### config.mk
export PLATFORM = sky130hd
export DESIGN_NAME = hilo_muldiv_ctrl
export DESIGN_NICKNAME = d
export VERILOG_FILES = /design/src/rtl/hilo_muldiv_ctrl.sv
export SDC_FILE = /design/constraint.sdc
export NUM_CORES = 2
export LEC_CHECK = 0
export BUFFER_PORTS_ARGS = -buffer_cell sky130_fd_sc_hd__buf_2
export CAP_MARGIN = 20
export CELL_PAD_IN_SITES_DETAIL_PLACEMENT = 2
export CELL_PAD_IN_SITES_GLOBAL_PLACEMENT = 2
export CORE_MARGIN = 2
export CORE_UTILIZATION = 42
export CTS_CLUSTER_DIAMETER = 50
export DETAILED_ROUTE_END_ITERATION = 12
export PLACE_DENSITY = 0.92
export SYNTH_ARGS = -nofsm -noshare
export SYNTH_HDL_FRONTEND = slang
export SYNTH_SLANG_ARGS = --single-unit
### constraint.sdc
create_clock -name clk -period 10.7 [get_ports clk]
set_input_delay 0 -clock clk [delete_from_list [all_inputs] [get_ports clk]]
set_output_delay 0 -clock clk [all_outputs]
set_load 0.005 [all_outputs]
### src/rtl/hilo_muldiv_ctrl.sv
// HI/LO write sequencer: multi-cycle multiply, iterative radix-2 divide and MTHI/MTLO,
// producing registered one-cycle write pulses toward writeback and the forwarding network.
module hilo_muldiv_ctrl #(
    parameter int MUL_LATENCY = 2,
    parameter int DIV_CYCLES  = 32
) (
    input  logic        clk,
    input  logic        reset,
    input  logic        start,
    input  logic [2:0]  op,
    input  logic [31:0] a,
    input  logic [31:0] b,
    input  logic        flush,
    output logic        busy,
    output logic        valid_hi,
    output logic [31:0] hi,
    output logic        valid_lo,
    output logic [31:0] lo
);

    localparam int MAX_CYC = (MUL_LATENCY > DIV_CYCLES) ? MUL_LATENCY : DIV_CYCLES;
    localparam int CW      = $clog2(MAX_CYC + 1);

    localparam logic [2:0] OP_MULT  = 3'd0;
    localparam logic [2:0] OP_MULTU = 3'd1;
    localparam logic [2:0] OP_DIV   = 3'd2;
    localparam logic [2:0] OP_DIVU  = 3'd3;
    localparam logic [2:0] OP_MTHI  = 3'd4;
    localparam logic [2:0] OP_MTLO  = 3'd5;

    typedef enum logic [1:0] {
        S_IDLE = 2'd0,
        S_MUL  = 2'd1,
        S_DIV  = 2'd2
    } state_t;

    state_t        state_q, state_d;
    logic [CW-1:0] cnt_q, cnt_d;
    // opa/opb hold the multiplicand/multiplier, or the dividend shift register/divisor magnitude.
    logic [31:0]   opa_q, opa_d;
    logic [31:0]   opb_q, opb_d;
    logic [31:0]   rem_q, rem_d;
    logic          mul_signed_q, mul_signed_d;
    logic          neg_quo_q, neg_quo_d;
    logic          neg_rem_q, neg_rem_d;
    logic          busy_q, busy_d;
    logic          valid_hi_q, valid_hi_d;
    logic          valid_lo_q, valid_lo_d;
    logic [31:0]   hi_q, hi_d;
    logic [31:0]   lo_q, lo_d;

    logic [63:0]   ext_a, ext_b, prod;
    logic [32:0]   rem_shift, rem_sub;
    logic          q_bit;
    logic [31:0]   rem_next, quo_next;
    logic          div_signed, a_neg, b_neg;

    // Product is only consumed on the completion edge; sign-extending to 64 bits
    // makes the low 64 bits of an unsigned multiply equal the signed product.
    always_comb begin
        ext_a = {{32{mul_signed_q & opa_q[31]}}, opa_q};
        ext_b = {{32{mul_signed_q & opb_q[31]}}, opb_q};
        prod  = ext_a * ext_b;
    end

    // One restoring-division step: a clear bit 32 after subtraction means no borrow.
    always_comb begin
        rem_shift = {rem_q, opa_q[31]};
        rem_sub   = rem_shift - {1'b0, opb_q};
        q_bit     = ~rem_sub[32];
        rem_next  = q_bit ? rem_sub[31:0] : rem_shift[31:0];
        quo_next  = {opa_q[30:0], q_bit};
    end

    always_comb begin
        div_signed = (op == OP_DIV);
        a_neg      = div_signed & a[31];
        b_neg      = div_signed & b[31];
    end

    always_comb begin
        state_d      = state_q;
        cnt_d        = cnt_q;
        opa_d        = opa_q;
        opb_d        = opb_q;
        rem_d        = rem_q;
        mul_signed_d = mul_signed_q;
        neg_quo_d    = neg_quo_q;
        neg_rem_d    = neg_rem_q;
        valid_hi_d   = 1'b0;
        valid_lo_d   = 1'b0;
        hi_d         = hi_q;
        lo_d         = lo_q;

        case (state_q)
            S_IDLE: begin
                if (start && !flush) begin
                    case (op)
                        OP_MULT, OP_MULTU: begin
                            state_d      = S_MUL;
                            cnt_d        = CW'(MUL_LATENCY);
                            opa_d        = a;
                            opb_d        = b;
                            mul_signed_d = (op == OP_MULT);
                        end
                        OP_DIV, OP_DIVU: begin
                            state_d   = S_DIV;
                            cnt_d     = CW'(DIV_CYCLES);
                            opa_d     = a_neg ? (32'd0 - a) : a;
                            opb_d     = b_neg ? (32'd0 - b) : b;
                            rem_d     = 32'd0;
                            neg_quo_d = a_neg ^ b_neg;
                            neg_rem_d = a_neg;
                        end
                        OP_MTHI: begin
                            valid_hi_d = 1'b1;
                            hi_d       = a;
                        end
                        OP_MTLO: begin
                            valid_lo_d = 1'b1;
                            lo_d       = a;
                        end
                        default: ;
                    endcase
                end
            end
            S_MUL: begin
                if (flush) begin
                    state_d = S_IDLE;
                    cnt_d   = '0;
                end else begin
                    cnt_d = cnt_q - CW'(1);
                    if (cnt_q == CW'(1)) begin
                        state_d    = S_IDLE;
                        valid_hi_d = 1'b1;
                        valid_lo_d = 1'b1;
                        hi_d       = prod[63:32];
                        lo_d       = prod[31:0];
                    end
                end
            end
            S_DIV: begin
                if (flush) begin
                    state_d = S_IDLE;
                    cnt_d   = '0;
                end else begin
                    cnt_d = cnt_q - CW'(1);
                    opa_d = quo_next;
                    rem_d = rem_next;
                    if (cnt_q == CW'(1)) begin
                        state_d    = S_IDLE;
                        valid_hi_d = 1'b1;
                        valid_lo_d = 1'b1;
                        hi_d       = neg_rem_q ? (32'd0 - rem_next) : rem_next;
                        lo_d       = neg_quo_q ? (32'd0 - quo_next) : quo_next;
                    end
                end
            end
            default: begin
                state_d = S_IDLE;
                cnt_d   = '0;
            end
        endcase

        busy_d = (state_d != S_IDLE);
    end

    always_ff @(posedge clk or posedge reset) begin
        if (reset) begin
            state_q      <= S_IDLE;
            cnt_q        <= '0;
            opa_q        <= 32'd0;
            opb_q        <= 32'd0;
            rem_q        <= 32'd0;
            mul_signed_q <= 1'b0;
            neg_quo_q    <= 1'b0;
            neg_rem_q    <= 1'b0;
            busy_q       <= 1'b0;
            valid_hi_q   <= 1'b0;
            valid_lo_q   <= 1'b0;
            hi_q         <= 32'd0;
            lo_q         <= 32'd0;
        end else begin
            state_q      <= state_d;
            cnt_q        <= cnt_d;
            opa_q        <= opa_d;
            opb_q        <= opb_d;
            rem_q        <= rem_d;
            mul_signed_q <= mul_signed_d;
            neg_quo_q    <= neg_quo_d;
            neg_rem_q    <= neg_rem_d;
            busy_q       <= busy_d;
            valid_hi_q   <= valid_hi_d;
            valid_lo_q   <= valid_lo_d;
            hi_q         <= hi_d;
            lo_q         <= lo_d;
        end
    end

    assign busy     = busy_q;
    assign valid_hi = valid_hi_q;
    assign valid_lo = valid_lo_q;
    assign hi       = hi_q;
    assign lo       = lo_q;

endmodule

==> results of run 1 <==
[layer usage]
layer  global-route usage  overflow
met5                0.442         0
met4                0.727        46
met3                0.594         0
met2                0.840        31
met1                0.673         0
[cells by family after synthesis]
logic type,count (synthesis)
AND/OR/NAND/NOR,1744
buffers and inverters,1536
adder cells (fa/ha/maj),1381
AO/OA/AOI/OAI,681
XOR/XNOR,219
flip-flops,174
multiplexers,26
[Yosys cell counts (31+ instances only)]
library cell,number
a21oi_1,191
a21o_1,44
clkbuf_1,291
xor2_1,83
nor2_1,245
a221oi_1,45
o21ai_0,165
nor3_1,46
inv_1,1193
ha_1,255
dfrtp_1,174
fa_1,1126
nand2b_1,31
and2_1,309
o31ai_1,75
xnor2_1,135
nand2_1,948
buf_1,35
[per-stage QoR]
step	setup WS, ns	hold WS (ns)
2_1_floorplan	2.54	0.0847
3_3_place_gp	0.673	0.122
3_5_place_dp	0.293	0.132
4_1_cts	0.178	0.00616
[what timing repair did]
item / in CTS
pin swaps: 0
hold endpoints to repair: 136
setup endpoints to repair: 2
hold buffers: 53
resized for setup: 1
gates cloned: 0
==> results_dict.tcl, run 1 <==
set metrics [dict create \
    status "stopped before the end" \
    stop_stage "5_1_grt" \
    stop_error "[ERROR GRT-0232] Routing congestion too high. Check the congestion heatmap in the GUI." \
    async_reset_ff_frac 1.00 \
    syn-instance-count 5761 \
    yosys.area_share.simple 0.158 \
    synth_area_leader_cell "fa_1" \
    place.gp.congestion 0.937 \
    hpwl_um 209000 \
    synth_mux_area_frac 0.00527 \
    dp.cells 7295 \
    synthFlopType "dfrtp_1" \
    synth_edf_count 0 \
    initial_core_util 0.422 \
    seq_area_frac_synth 0.0864 \
    dpl_cell_area_mm2 0.0528 \
    yosys_warnings 0 \
    syn_nets 7213 \
    port-buffer-count 137 \
    io_pins 138 \
    die_h_um 350 \
    cts.sinks 174 \
    gr-total-overflow 77 \
    post_cts.repair.setup_buffers 0 \
    synth_area_leaders "fa_1 (45%), inv_1 (8.9%), dfrtp_1 (8.6%)" \
    synth_xor_area_frac 0.0384 \
    synth_seq_cells 174 \
    cts_made_buffers 17 \
    fp-row-count 127 \
    synth_compound_area_frac 0.0862 \
    cts_root_buffer "clkbuf_16" \
    synth_fa_ha_area_frac 0.511 \
    grtUsageTotal 0.704 \
    synth_top_area_frac 0.447 \
    syn-cell-area_mm2 0.0504 \
    clockBufferDepth 2 \
    synth_top_family_by_area "adder cells" \
    grt_max_degree 78 \
    htree_levels 4 \
    ys_types 84 \
    synth.avg_cell_area_um2 8.74 \
    die_w_um 350 \
]
==> inputs of run 2 (changes only) <==
==> config.mk (replaced) <==
export PLATFORM = sky130hd
export DESIGN_NAME = hilo_muldiv_ctrl
export DESIGN_NICKNAME = d
export VERILOG_FILES = /design/src/rtl/hilo_muldiv_ctrl.sv
export SDC_FILE = /design/constraint.sdc
export NUM_CORES = 2
export LEC_CHECK = 0
export BUFFER_PORTS_ARGS = -buffer_cell sky130_fd_sc_hd__buf_2
export CAP_MARGIN = 20
export CORE_MARGIN = 2
export CORE_UTILIZATION = 40
export DETAILED_ROUTE_END_ITERATION = 12
export PLACE_DENSITY_LB_ADDON = 0.15
export SYNTH_ARGS = -nofsm -noshare
export SYNTH_HDL_FRONTEND = slang
export SYNTH_SLANG_ARGS = --single-unit
==> results_dict.tcl, run 2 <==
set metrics [dict create \
    status "finished clean" \
    detail_route.wl_per_cell_um 23.6 \
    num_antenna_cells 0 \
    synthFlopType "dfrtp_1" \
    die_h_um 359 \
    most-common-layout-cells "inv_1 (1192), fa_1 (1126), nand2_1 (948)" \
    layout.cells.most_common "inv_1" \
    fin_crit_sh 0.889 \
    synth_seq_cells 174 \
    synth_common_cells "inv_1 (1193), fa_1 (1126), nand2_1 (948)" \
    tightest_slew_ns 1.15 \
    gr-total-overflow 0 \
    fmax_ghz 0.105 \
    synth_area_leader_cell "fa_1" \
    routed_wl_um 175000 \
    whs_ns 0.0200 \
    yosysMostFrequentCell "inv_1" \
    required_ns 11.04 \
    r2r-end "hi[25]" \
    hold_class "in -> reg" \
    max_stage_delay_ns 0.99 \
    seq_area_frac_synth 0.0864 \
    initial_core_util 0.402 \
    drt_iter0_drc 2656 \
    cts.sinks 174 \
    clock_skew_ns 0.0159 \
    area_growth_pct 7.39 \
    ys_types 84 \
    reg2regPathDepth 30 \
    die_w_um 359 \
    startpoint_type "flop" \
    synth_top_area_frac 0.447 \
    crit_type "reg -> reg" \
    htree_levels 4 \
    cts_made_buffers 17 \
    grt_max_degree 116 \
    hpwl_um 143000 \
    die-area_mm2 0.129 \
    r2r_slack_ns 1.19 \
    place.gp.congestion 0.951 \
    stdcell_area_mm2 0.0541 \
    maxCapViolCount 0 \
    endpoint_kind "flop" \
    synth_area_leaders "fa_1 (45%), inv_1 (8.9%), dfrtp_1 (8.6%)" \
    grt_setup_unrepaired "false" \
    fin_nets 7212 \
    layout-drive-gt1-share 0.0608 \
    instances_no_fill 7423 \
    crit-reg2reg-launch "opa_q[15]" \
    dr.pass1.iters 6 \
    grt_pass1_vias 41832 \
    cts_hold_buf 50 \
    totalNegativeSetupSlack_ns 0 \
    grt_antenna_before_repair 6 \
    path_clk_slew_ns 0.07 \
    antenna_left 0 \
    setup.worst_path.end "hi[25]" \
    clk_latency_ns 0.48 \
    fp-row-count 130 \
    yosys_warnings 0 \
    io_pins 138 \
    core_area_mm2 0.125 \
    drcViolationCount 0 \
    grt_pass1_wl_um 269000 \
    port-buffer-count 137 \
    syn-cell-area_mm2 0.0504 \
    drv_slew 0 \
    crit_path_frequent_cell "fa_1" \
    setup_viol 0 \
    cts_root_buffer "clkbuf_16" \
    grtUsageTotal 0.277 \
    hold_viol 0 \
    synth_edf_count 0 \
    synth.avg_cell_area_um2 8.74 \
    slew_headroom 0.235 \
    post_drt_via_cell_ratio 5.34 \
    dpl_cell_area_mm2 0.0530 \
    critical_path_arrival_ns 9.85 \
    min_period_ns 9.51 \
    async_reset_ff_frac 1.00 \
    cts_tree "yes" \
    syn-instance-count 5761 \
    vias 39624 \
    syn_nets 7213 \
    crit_start "opa_q[15]" \
    dp.cells 7339 \
    critPathMaxFanout 20 \
    cpMaxStageDelayCell "dfrtp_1" \
    cts_resized 0 \
    post_cts.repair.setup_buffers 0 \
    clockBufferDepth 2 \
]
run 2: cell counts after synthesis:
No cell type changed its count.
run 2: layout make-up:
cell class / count / area, um^2
clock buffer: 19 / 433
multi-input combinational: 4051 / 40300
sequential: 174 / 4360
clock inverter: 13 / 140
timing repair buffer: 320 / 2330
tap: 1650 / 2060
fill: 12664 / 71100
inverter: 1196 / 4500
run 2: routing by layer:
metal  track usage  routed length [um]  share of wire
met5             0                   0              0
met4        0.0915                6960          0.040
met3        0.0334                9800          0.056
met2         0.469               85100           0.49
met1         0.368               73000           0.42
run 2: through the flow:
stage	setup slack, ns	util
3_3_place_gp	0.646	0.422
4_1_cts	1.18	0.432
5_1_grt	0.736	0.432
3_5_place_dp	1.20	0.423
6_report	1.19	0.432
2_1_floorplan	2.54	-
run 2: worst min-delay path by stage:
stage	start	to	slack (ns)	cells after the start
after floorplan	op[0]	mul_signed_q	0.08	1
after global placement	reset	lo[4]	0.27	2
after detailed placement	reset	lo[1]	0.27	2
after CTS	a[29]	lo[29]	0.002	3
after global routing	b[3]	opb_q[3]	0.05	3
final	a[3]	lo[3]	0.02	3
run 2: worst max-delay path, delay by kind of cell, from the launching register on:
kind | cells | cell delay (ns)
adder cells (fa/ha/maj) | 9 | 4.34
AO/OA/AOI/OAI | 7 | 1.70
AND/OR/NAND/NOR | 5 | 1.37
flip-flops | 1 | 0.99
buffers and inverters | 8 | 0.80
XOR/XNOR | 1 | 0.15
run 2: cells by family (layout without fill, tap and decap cells):
logic type / count (synthesis) / count (layout) / share of synthesized area
AO/OA/AOI/OAI: 681 / 681 / 0.0862
XOR/XNOR: 219 / 219 / 0.0384
adder cells (fa/ha/maj): 1381 / 1381 / 0.511
buffers and inverters: 1536 / 1548 / 0.115
flip-flops: 174 / 174 / 0.0864
multiplexers: 26 / 26 / 0.00527
AND/OR/NAND/NOR: 1744 / 1744 / 0.158
Power of run 2 is left out: the tool's default activity adds up to more than one toggle a clock period on the data nets, which glitch-free logic cannot reach.
